==> src/rtl/hazard_pkg.sv <==
// Shared types and encodings for the pipeline hazard/forwarding controller.
package hazard_pkg;

  // Widest register address a tracker entry can hold; narrower addresses are zero-extended.
  localparam int unsigned RD_MAX_W = 8;

  // Forwarding select value meaning "take the operand from the register file".
  localparam int unsigned FWD_RF = 0;

  // One in-flight instruction between EX and WB.
  typedef struct packed {
    logic                valid;
    logic [RD_MAX_W-1:0] rd;
    logic                is_load;
  } trk_entry_t;

  // Width of a forwarding select: register file plus one code per tracked stage.
  function automatic int unsigned sel_width(input int unsigned depth);
    return $clog2(depth + 1);
  endfunction

endpackage

==> src/rtl/hazard_match.sv <==
// Priority matcher: finds the youngest tracked producer of one source register.
module hazard_match
  import hazard_pkg::*;
#(
  parameter int DEPTH  = 3,
  parameter int REG_AW = 5,
  parameter int SEL_W  = 2
) (
  input  trk_entry_t        trk [DEPTH],
  input  logic [REG_AW-1:0] src,
  input  logic              used,
  output logic [SEL_W-1:0]  sel,
  output logic              nofwd
);

  logic hit;

  // Scan from EX (youngest) towards WB and stop at the first valid producer.
  always_comb begin
    // NOTE: every output gets a default before any branch so no latch is inferred.
    sel   = SEL_W'(FWD_RF);
    nofwd = 1'b0;
    // NOTE: blocking assignments here: 'hit' must be visible to later loop iterations.
    hit   = 1'b0;
    if (used && (src != '0)) begin
      for (int k = 0; k < DEPTH; k++) begin
        if (!hit && trk[k].valid && (trk[k].rd == RD_MAX_W'(src))) begin
          hit   = 1'b1;
          sel   = SEL_W'(k + 1);
          // A load in EX has no data yet; from MEM onward it can be forwarded.
          nofwd = trk[k].is_load && (k == 0);
        end
      end
    end
  end

endmodule

==> src/rtl/pipe_hazard_unit.sv <==
// Hazard and forwarding controller: tracks in-flight destinations from EX to WB,
// selects forwarding sources, stalls decode on load-use and squashes on taken branches.
module pipe_hazard_unit
  import hazard_pkg::*;
#(
  parameter int REG_AW   = 5,
  parameter int DEPTH    = 3,
  parameter int BR_STAGE = 1,
  parameter int CNT_W    = 16,
  localparam int SEL_W   = sel_width(DEPTH)
) (
  input  logic              clk,
  input  logic              rst,
  input  logic              id_valid,
  input  logic [REG_AW-1:0] id_rs1,
  input  logic [REG_AW-1:0] id_rs2,
  input  logic              id_rs1_used,
  input  logic              id_rs2_used,
  input  logic [REG_AW-1:0] id_rd,
  input  logic              id_wr,
  input  logic              id_load,
  input  logic              br_taken,
  output logic              stall,
  output logic [SEL_W-1:0]  fwd_rs1_sel,
  output logic [SEL_W-1:0]  fwd_rs2_sel,
  output logic [CNT_W-1:0]  stall_cnt,
  output logic [CNT_W-1:0]  flush_cnt
);

  trk_entry_t trk     [DEPTH];
  trk_entry_t trk_nxt [DEPTH];
  logic       rs1_nofwd;
  logic       rs2_nofwd;
  logic       insert;

  hazard_match #(
    .DEPTH  (DEPTH),
    .REG_AW (REG_AW),
    .SEL_W  (SEL_W)
  ) u_match_rs1 (
    .trk   (trk),
    .src   (id_rs1),
    .used  (id_rs1_used),
    .sel   (fwd_rs1_sel),
    .nofwd (rs1_nofwd)
  );

  hazard_match #(
    .DEPTH  (DEPTH),
    .REG_AW (REG_AW),
    .SEL_W  (SEL_W)
  ) u_match_rs2 (
    .trk   (trk),
    .src   (id_rs2),
    .used  (id_rs2_used),
    .sel   (fwd_rs2_sel),
    .nofwd (rs2_nofwd)
  );

  // A squashed decode instruction never stalls; only real load-use pairs do.
  assign stall  = id_valid & ~br_taken & (rs1_nofwd | rs2_nofwd);
  // Writes to r0 are dropped so they can never shadow a real producer.
  assign insert = id_valid & id_wr & (id_rd != '0) & ~stall & ~br_taken;

  // Next tracker contents: shift towards WB, clearing everything younger than the branch.
  always_comb begin
    trk_nxt[0] = '0;
    if (insert) begin
      trk_nxt[0] = '{valid: 1'b1, rd: RD_MAX_W'(id_rd), is_load: id_load};
    end
    for (int k = 1; k < DEPTH; k++) begin
      trk_nxt[k] = trk[k-1];
      if (br_taken && (k <= BR_STAGE)) begin
        trk_nxt[k].valid = 1'b0;
      end
    end
  end

  // Tracker register; reset clears every entry so nothing in flight survives.
  always_ff @(posedge clk or negedge rst) begin
    if (!rst) begin
      // NOTE: the tracker is reset in full because its valid bits gate forwarding and stalls.
      for (int k = 0; k < DEPTH; k++) begin
        trk[k] <= '0;
      end
    end else begin
      // NOTE: non-blocking so every entry shifts from the pre-edge values.
      trk <= trk_nxt;
    end
  end

  // Saturating stall and flush event counters.
  always_ff @(posedge clk or negedge rst) begin
    if (!rst) begin
      stall_cnt <= '0;
      flush_cnt <= '0;
    end else begin
      if (stall && (stall_cnt != '1)) begin
        stall_cnt <= stall_cnt + CNT_W'(1);
      end
      if (br_taken && (flush_cnt != '1)) begin
        flush_cnt <= flush_cnt + CNT_W'(1);
      end
    end
  end

endmodule

==> config.mk <==
export PLATFORM = sky130hd
export DESIGN_NAME = pipe_hazard_unit
export DESIGN_NICKNAME = d
export VERILOG_FILES = /design/src/rtl/hazard_pkg.sv /design/src/rtl/hazard_match.sv /design/src/rtl/pipe_hazard_unit.sv
export SDC_FILE = /design/constraint.sdc
export NUM_CORES = 1
export LEC_CHECK = 0
export BUFFER_PORTS_ARGS = -buffer_cell sky130_fd_sc_hd__buf_2
export CAP_MARGIN = 20
export CORE_MARGIN = 2
export CORE_UTILIZATION = 45
export DETAILED_ROUTE_END_ITERATION = 8
export GPL_ROUTABILITY_DRIVEN = 1
export PLACE_DENSITY = 0.73
export SETUP_SLACK_MARGIN = 0.3
export SLEW_MARGIN = 30
export SYNTH_ARGS = -nofsm -noshare
export SYNTH_HDL_FRONTEND = slang
export SYNTH_SLANG_ARGS = --single-unit
==> constraint.sdc <==
create_clock -name clk -period 4.2 [get_ports clk]
set_input_delay 0.42 -clock clk [delete_from_list [all_inputs] [get_ports clk]]
set_output_delay 0.42 -clock clk [all_outputs]
set_load 0.02 [all_outputs]
* Yosys cells after proc, flatten, opt, wreduce, memory -nomap -nowiden *
Index checks and enable logic that the tools add are counted.

storage, ports and cells
  input port bits = 23
  word-level logic and storage cells = 75
  register bits = 60

cells by class
  reductions and logical operators = 21
  add/sub/neg operators = 2
  multiplexer cells = 26
  equality and inequality tests = 8
  bitwise logic cells = 9

operators with widths
  cell                     count
  $eq A8 B5 Y1             6
  $add A16 B1 Y16 const B  2
  $ne A16 B16 Y1 const B   2
  $mux W1                  19
  $reduce_bool A5 Y1       3
  $logic_and A1 B1 Y1      14
  $mux W2                  6
  $mux W10                 1
  $and A1 B1 Y1            6
  $logic_not A1 Y1         4
  $not A1 Y1               2
  $or A1 B1 Y1             1

* Longest topological paths before layout *
  depth after elaboration = 20
  gate-level depth with buffers = 8
  mapped depth without buffers = 6

* Cells and area by module *
A second synthesis with hierarchy kept.

unflattened totals
  cells, all modules = 239
  area, all modules = 2642.5 µm²

modules (own cells, without submodules)
  module            cells each  times used  sequential area each (µm²)  area each (µm²)
  pipe_hazard_unit  175         1           1326.3                      2149.6
  hazard_match      32          2           0.0                         246.5

* Worst setup path before layout *
No wires, ideal clock.

  path type = input to output
  from = input id_rs2[3]
  to = output stall
  buffers on the path = 2
  path slack = 2068 ps
  stages = 7
  arrival = 1712 ps
  data required time = 3780 ps
  cell sequence = xor2_1 -> nor4_2 -> nand3_1 -> o22a_1 -> buf_6 -> buf_6 -> nor2_1

on the way
  word-level cells in the longest chain between the ends = 16

RTL lines
  what                              line                    RTL
  start: declaration                pipe_hazard_unit.sv:16  input logic [REG_AW-1:0] id_rs2,
  $eq A8 B5 Y1                      hazard_match.sv:27      if (!hit && trk[k].valid && (trk[k].rd == RD_MAX_W'(src))) begin
  $logic_and A1 B1 Y1               hazard_match.sv:27
  $mux W1                           hazard_match.sv:27
  $mux W1                           hazard_match.sv:25      if (used && (src != '0)) begin
  $logic_not A1 Y1                  hazard_match.sv:27
  $logic_and A1 B1 Y1 (2 in a row)  hazard_match.sv:27
  $mux W1                           hazard_match.sv:27
  $mux W1                           hazard_match.sv:25
  $logic_not A1 Y1                  hazard_match.sv:27
  $logic_and A1 B1 Y1 (2 in a row)  hazard_match.sv:27
  $mux W1                           hazard_match.sv:27
  $mux W1 (*)                       hazard_match.sv:25
  $or A1 B1 Y1 (*)                  pipe_hazard_unit.sv:61  assign stall = id_valid & ~br_taken & (rs1_nofwd | rs2_nofwd);
  $and A1 B1 Y1 (*)                 pipe_hazard_unit.sv:61
  end: declaration                  pipe_hazard_unit.sv:23  output logic stall,

Every way passes the cells marked *; elsewhere a longest branch is shown, timed or not. The select of a mux whose other input is x is not followed.

* Final worst setup path *
  from = input id_rs2[1]
  to = output stall

The elaborated chain is that of the path after synthesis.

==> flow_metrics.env <==
export IMPL_place_port_buffers=59
export IMPL_fp_coreArea_um2=5540
export IMPL_power_leakage_nw=1.594
export IMPL_antenna_left=0
export IMPL_crit_type="input port to output port"
export IMPL_crit_required_ns=3.78
export IMPL_maxSlewViolCount=0
export IMPL_synth_area_leader_cell="dfrtp_1"
export IMPL_vias=1966
export IMPL_min_period_ns=2.813
export IMPL_path_buf_inv=2
export IMPL_synth_xor_area_share_pct=18.87
export IMPL_drt_total_wl_um=5284
export IMPL_yosys_top_cells_count="dfrtp_1, xor2_1, nand2_1"
export IMPL_antenna_found_initial=0
export IMPL_regArea_um2=1276
export IMPL_setup_slack_ns=1.387
export IMPL_path_cells="buf_2 -> or4_1 -> o21ai_1 -> o22a_1 -> nor2_1 -> buf_2"
export IMPL_io_pins=60
export IMPL_grt_pass1_vias=1933
export IMPL_path_delay_family="compound AO/OA/AOI/OAI gates"
export IMPL_cts_setup_buffers=0
export IMPL_htreeDepth=2
export IMPL_power_density_nw_per_um2=346.7
export IMPL_status="finished clean"
export IMPL_drcViolationCount=0
export IMPL_setup_viol=0
export IMPL_period_share_pct=66.98
export IMPL_die_width_um=80.00
export IMPL_top_layer_used="met4"
export IMPL_final_cells=378
export IMPL_clkLatencyLatePin_ns=0.30
export IMPL_synthCells=242
export IMPL_p_sw_share_pct=29.62
export IMPL_slowest_stage="o22a_1"
export IMPL_post_route_util_pct=55.33
export IMPL_fillers=520
export IMPL_netlist_area_um2=2599
export IMPL_switching_power_mw=0.3148
export IMPL_vdd_drop_max_uv=198.6
export IMPL_clkPwrFrac_pct=28.8
export IMPL_initial_core_util_pct=46.91
export IMPL_grt_setup_unrepaired="no"
export IMPL_async_flop_share_pct=100.0
export IMPL_rows=27
export IMPL_drv_cap=0
export IMPL_yosysMostFrequentCell="dfrtp_1"
export IMPL_cp_common_cell="buf_2"
export IMPL_vias_per_cell=5.201
export IMPL_netlist_area_leader_share_pct=49.11
export IMPL_hold_path_class="input port to asynchronous set/reset pin"
export IMPL_synth_flop_cell="dfrtp_1"
export IMPL_synth_area_mux_share_pct=1.300
export IMPL_synth_edf_count=0
export IMPL_diodes=0
export IMPL_wl_per_cell_um=13.98
export IMPL_final_hold_violation_count=0
export IMPL_synth_cell_types=37
export IMPL_tritoncts="done"
export IMPL_cp_max_fo=17
export IMPL_crit_path_start_kind="input port"
export IMPL_grt_max_degree=52
export IMPL_fmax_ghz=0.3555
export IMPL_dp_cells=370
export IMPL_synth_compound_area_share_pct=4.718
export IMPL_hpwl_um=3964
export IMPL_layout_drive_gt1_share_pct=26.80
export IMPL_path_clk_slew_ns=0.09
export IMPL_cpPeakStageDelay_ns=0.79
export IMPL_cts_path_max_buffers=2
export IMPL_ys_warn_count=0
export IMPL_fin_tns_setup_ns=0
export IMPL_fin_nets=330
export IMPL_worst_pin_slew_ns=0.8989
export IMPL_drt_iter0_drc=72
export IMPL_dp_slack_ns=1.387
export IMPL_timing_hold_ws_ns=0.2026
export IMPL_grt_pass1_wl_um=9094
export IMPL_synth_top_family_by_area="simple AND/OR/NAND/NOR gates"
export IMPL_fp_dieArea_um2=6399
export IMPL_arrival_ns=2.39
export IMPL_place_congestion=0.8443
export IMPL_route_met3_wl_um=343
export IMPL_synth_seq_cells=51
export IMPL_fin_skew_ns=0.004417
export IMPL_mappedNetlistNets=267
export IMPL_cts_sinks=51
export IMPL_relSlewSlack_pct=40.07
export IMPL_cts_resized=0
export IMPL_grt_total_usage_pct=17.96
export IMPL_gr_total_overflow=0
export IMPL_p_seq_share_pct=53.9
export IMPL_first_pass_iters=4
export IMPL_cts_buffers=5
export IMPL_syn_area_per_cell_um2=10.74
export IMPL_hold_buffers=0
export IMPL_p_int_mw=0.7480
export IMPL_synth_area_leaders="dfrtp_1, xor2_1, xnor2_1"
export IMPL_synth_simple_area_share_pct=22.87
export IMPL_cts_root_buf="clkbuf_8"
export IMPL_wl_met2_um=2486
export IMPL_area_growth_pct=17.96
export IMPL_multi_input_area_um2=1266
export IMPL_synth_fa_ha_area_share_pct=0.9629
export IMPL_yosysSeqAreaShare_pct=49.11
export IMPL_cp_end_kind="output port"
export IMPL_wl_met1_um=2404
export IMPL_p_comb_share_pct=17.3
export IMPL_die_y_um=80.00
==> placed cells by master, fill, tap and decap left out <==
| master | Yosys | final |
|---|---|---|
| o22a_1 | 1 | 1 |
| nand2b_1 | 1 | 1 |
| and3_1 | 5 | 5 |
| or2_2 | 1 | 1 |
| a211oi_2 | 1 | 1 |
| buf_2 | 0 | 59 |
| nor4_1 | 6 | 6 |
| o311ai_0 | 1 | 1 |
| inv_1 | 7 | 7 |
| nand2_1 | 21 | 21 |
| nor4b_2 | 1 | 1 |
| ha_1 | 2 | 2 |
| nor4_2 | 2 | 2 |
| nor3b_1 | 2 | 2 |
| o2111ai_2 | 1 | 1 |
| a31oi_1 | 4 | 4 |
| nor3_1 | 6 | 6 |
| o21ai_1 | 2 | 2 |
| nor2_1 | 16 | 16 |
| xor2_1 | 40 | 40 |
| nor3_2 | 4 | 4 |
| or4_1 | 3 | 3 |
| clkinvlp_4 | 0 | 1 |
| mux2_1 | 3 | 3 |
| a21oi_1 | 5 | 5 |
| nor4_4 | 2 | 2 |
| nand3_1 | 17 | 17 |
| dfrtp_1 | 51 | 51 |
| o21a_1 | 1 | 1 |
| buf_4 | 0 | 1 |
| nand2_2 | 1 | 1 |
| and2_1 | 1 | 1 |
| and4_1 | 2 | 2 |
| nand4_1 | 7 | 7 |
| o21ai_0 | 2 | 2 |
| clkbuf_8 | 0 | 7 |
| xnor2_1 | 16 | 16 |
| nor2b_1 | 2 | 2 |
| nor3b_2 | 1 | 1 |
==> per-layer routing <==
metal  vias to the layer above  track usage (%)
met3                         5            5.317
met5                         -                0
li1                        965                -
met4                         0            4.576
met2                        47            28.00
met1                       949            24.58
==> stage by stage <==
stage | area [um2] | power [mW]
CTS | 3065 | 1.075
floorplan | 2599 | 0.6903
finish | 3065 | 1.063
global placement | 2962 | 0.7629
global route | 3065 | 1.129
detailed placement | 2962 | 0.7689
==> cell type report <==
class,count,area share [%]
Multi-Input combinational cell,180,41.31
Clock inverter,1,0.2449
Tap cell,72,2.939
Timing Repair Buffer,60,9.878
Inverter,7,0.8571
Clock buffer,7,3.143
Sequential cell,51,41.63
==> cells by family (layout without fill, tap and decap cells) <==
group	after synthesis	in the layout
and+or+nand+nor	101	101
xor gates and xnor gates	56	56
DFF	51	51
AOI/OAI and AO/OA	18	18
buffers and inverters	11	75
muxes	3	3
adders and majority gates	2	2
==> registers in the layout, summed over array words and instances (netlist names) <==
name,flops
trk,19
flush_cnt,16
stall_cnt,16
==> power groups by stage <==
stage / registers [mW] / logic [mW] / clock network (mW)
3_5_place_dp: 0.583 / 0.186 / 0
2_1_floorplan: 0.614 / 0.0762 / 0
6_report: 0.573 / 0.184 / 0.306
3_3_place_gp: 0.582 / 0.181 / 0
4_1_cts: 0.574 / 0.187 / 0.314
5_1_grt: 0.583 / 0.205 / 0.341
==> worst register-to-register path: stages (launching register included) <==
cell and delay [ns]:
dfrtp_1 0.43, xor2_1 0.19, nor4_2 0.29, nand3_1 0.15
o22a_1 0.53, a211oi_2 0.38, mux2_1 0.35
==> worst paths after layout <==
check,to,depth (start not counted),slack (ns),start
max in group asynchronous,flush_cnt[13],2,3.57,rst
min in group clk,trk[20],3,0.33,id_load
min,stall_cnt[3],2,0.20,rst
min reg2reg,trk[1],0,0.44,trk[11]
max reg2reg,stall_cnt[1],6,1.77,trk[24]
max,stall,6,1.39,id_rs2[1]
(Power assumes the default switching activity.)
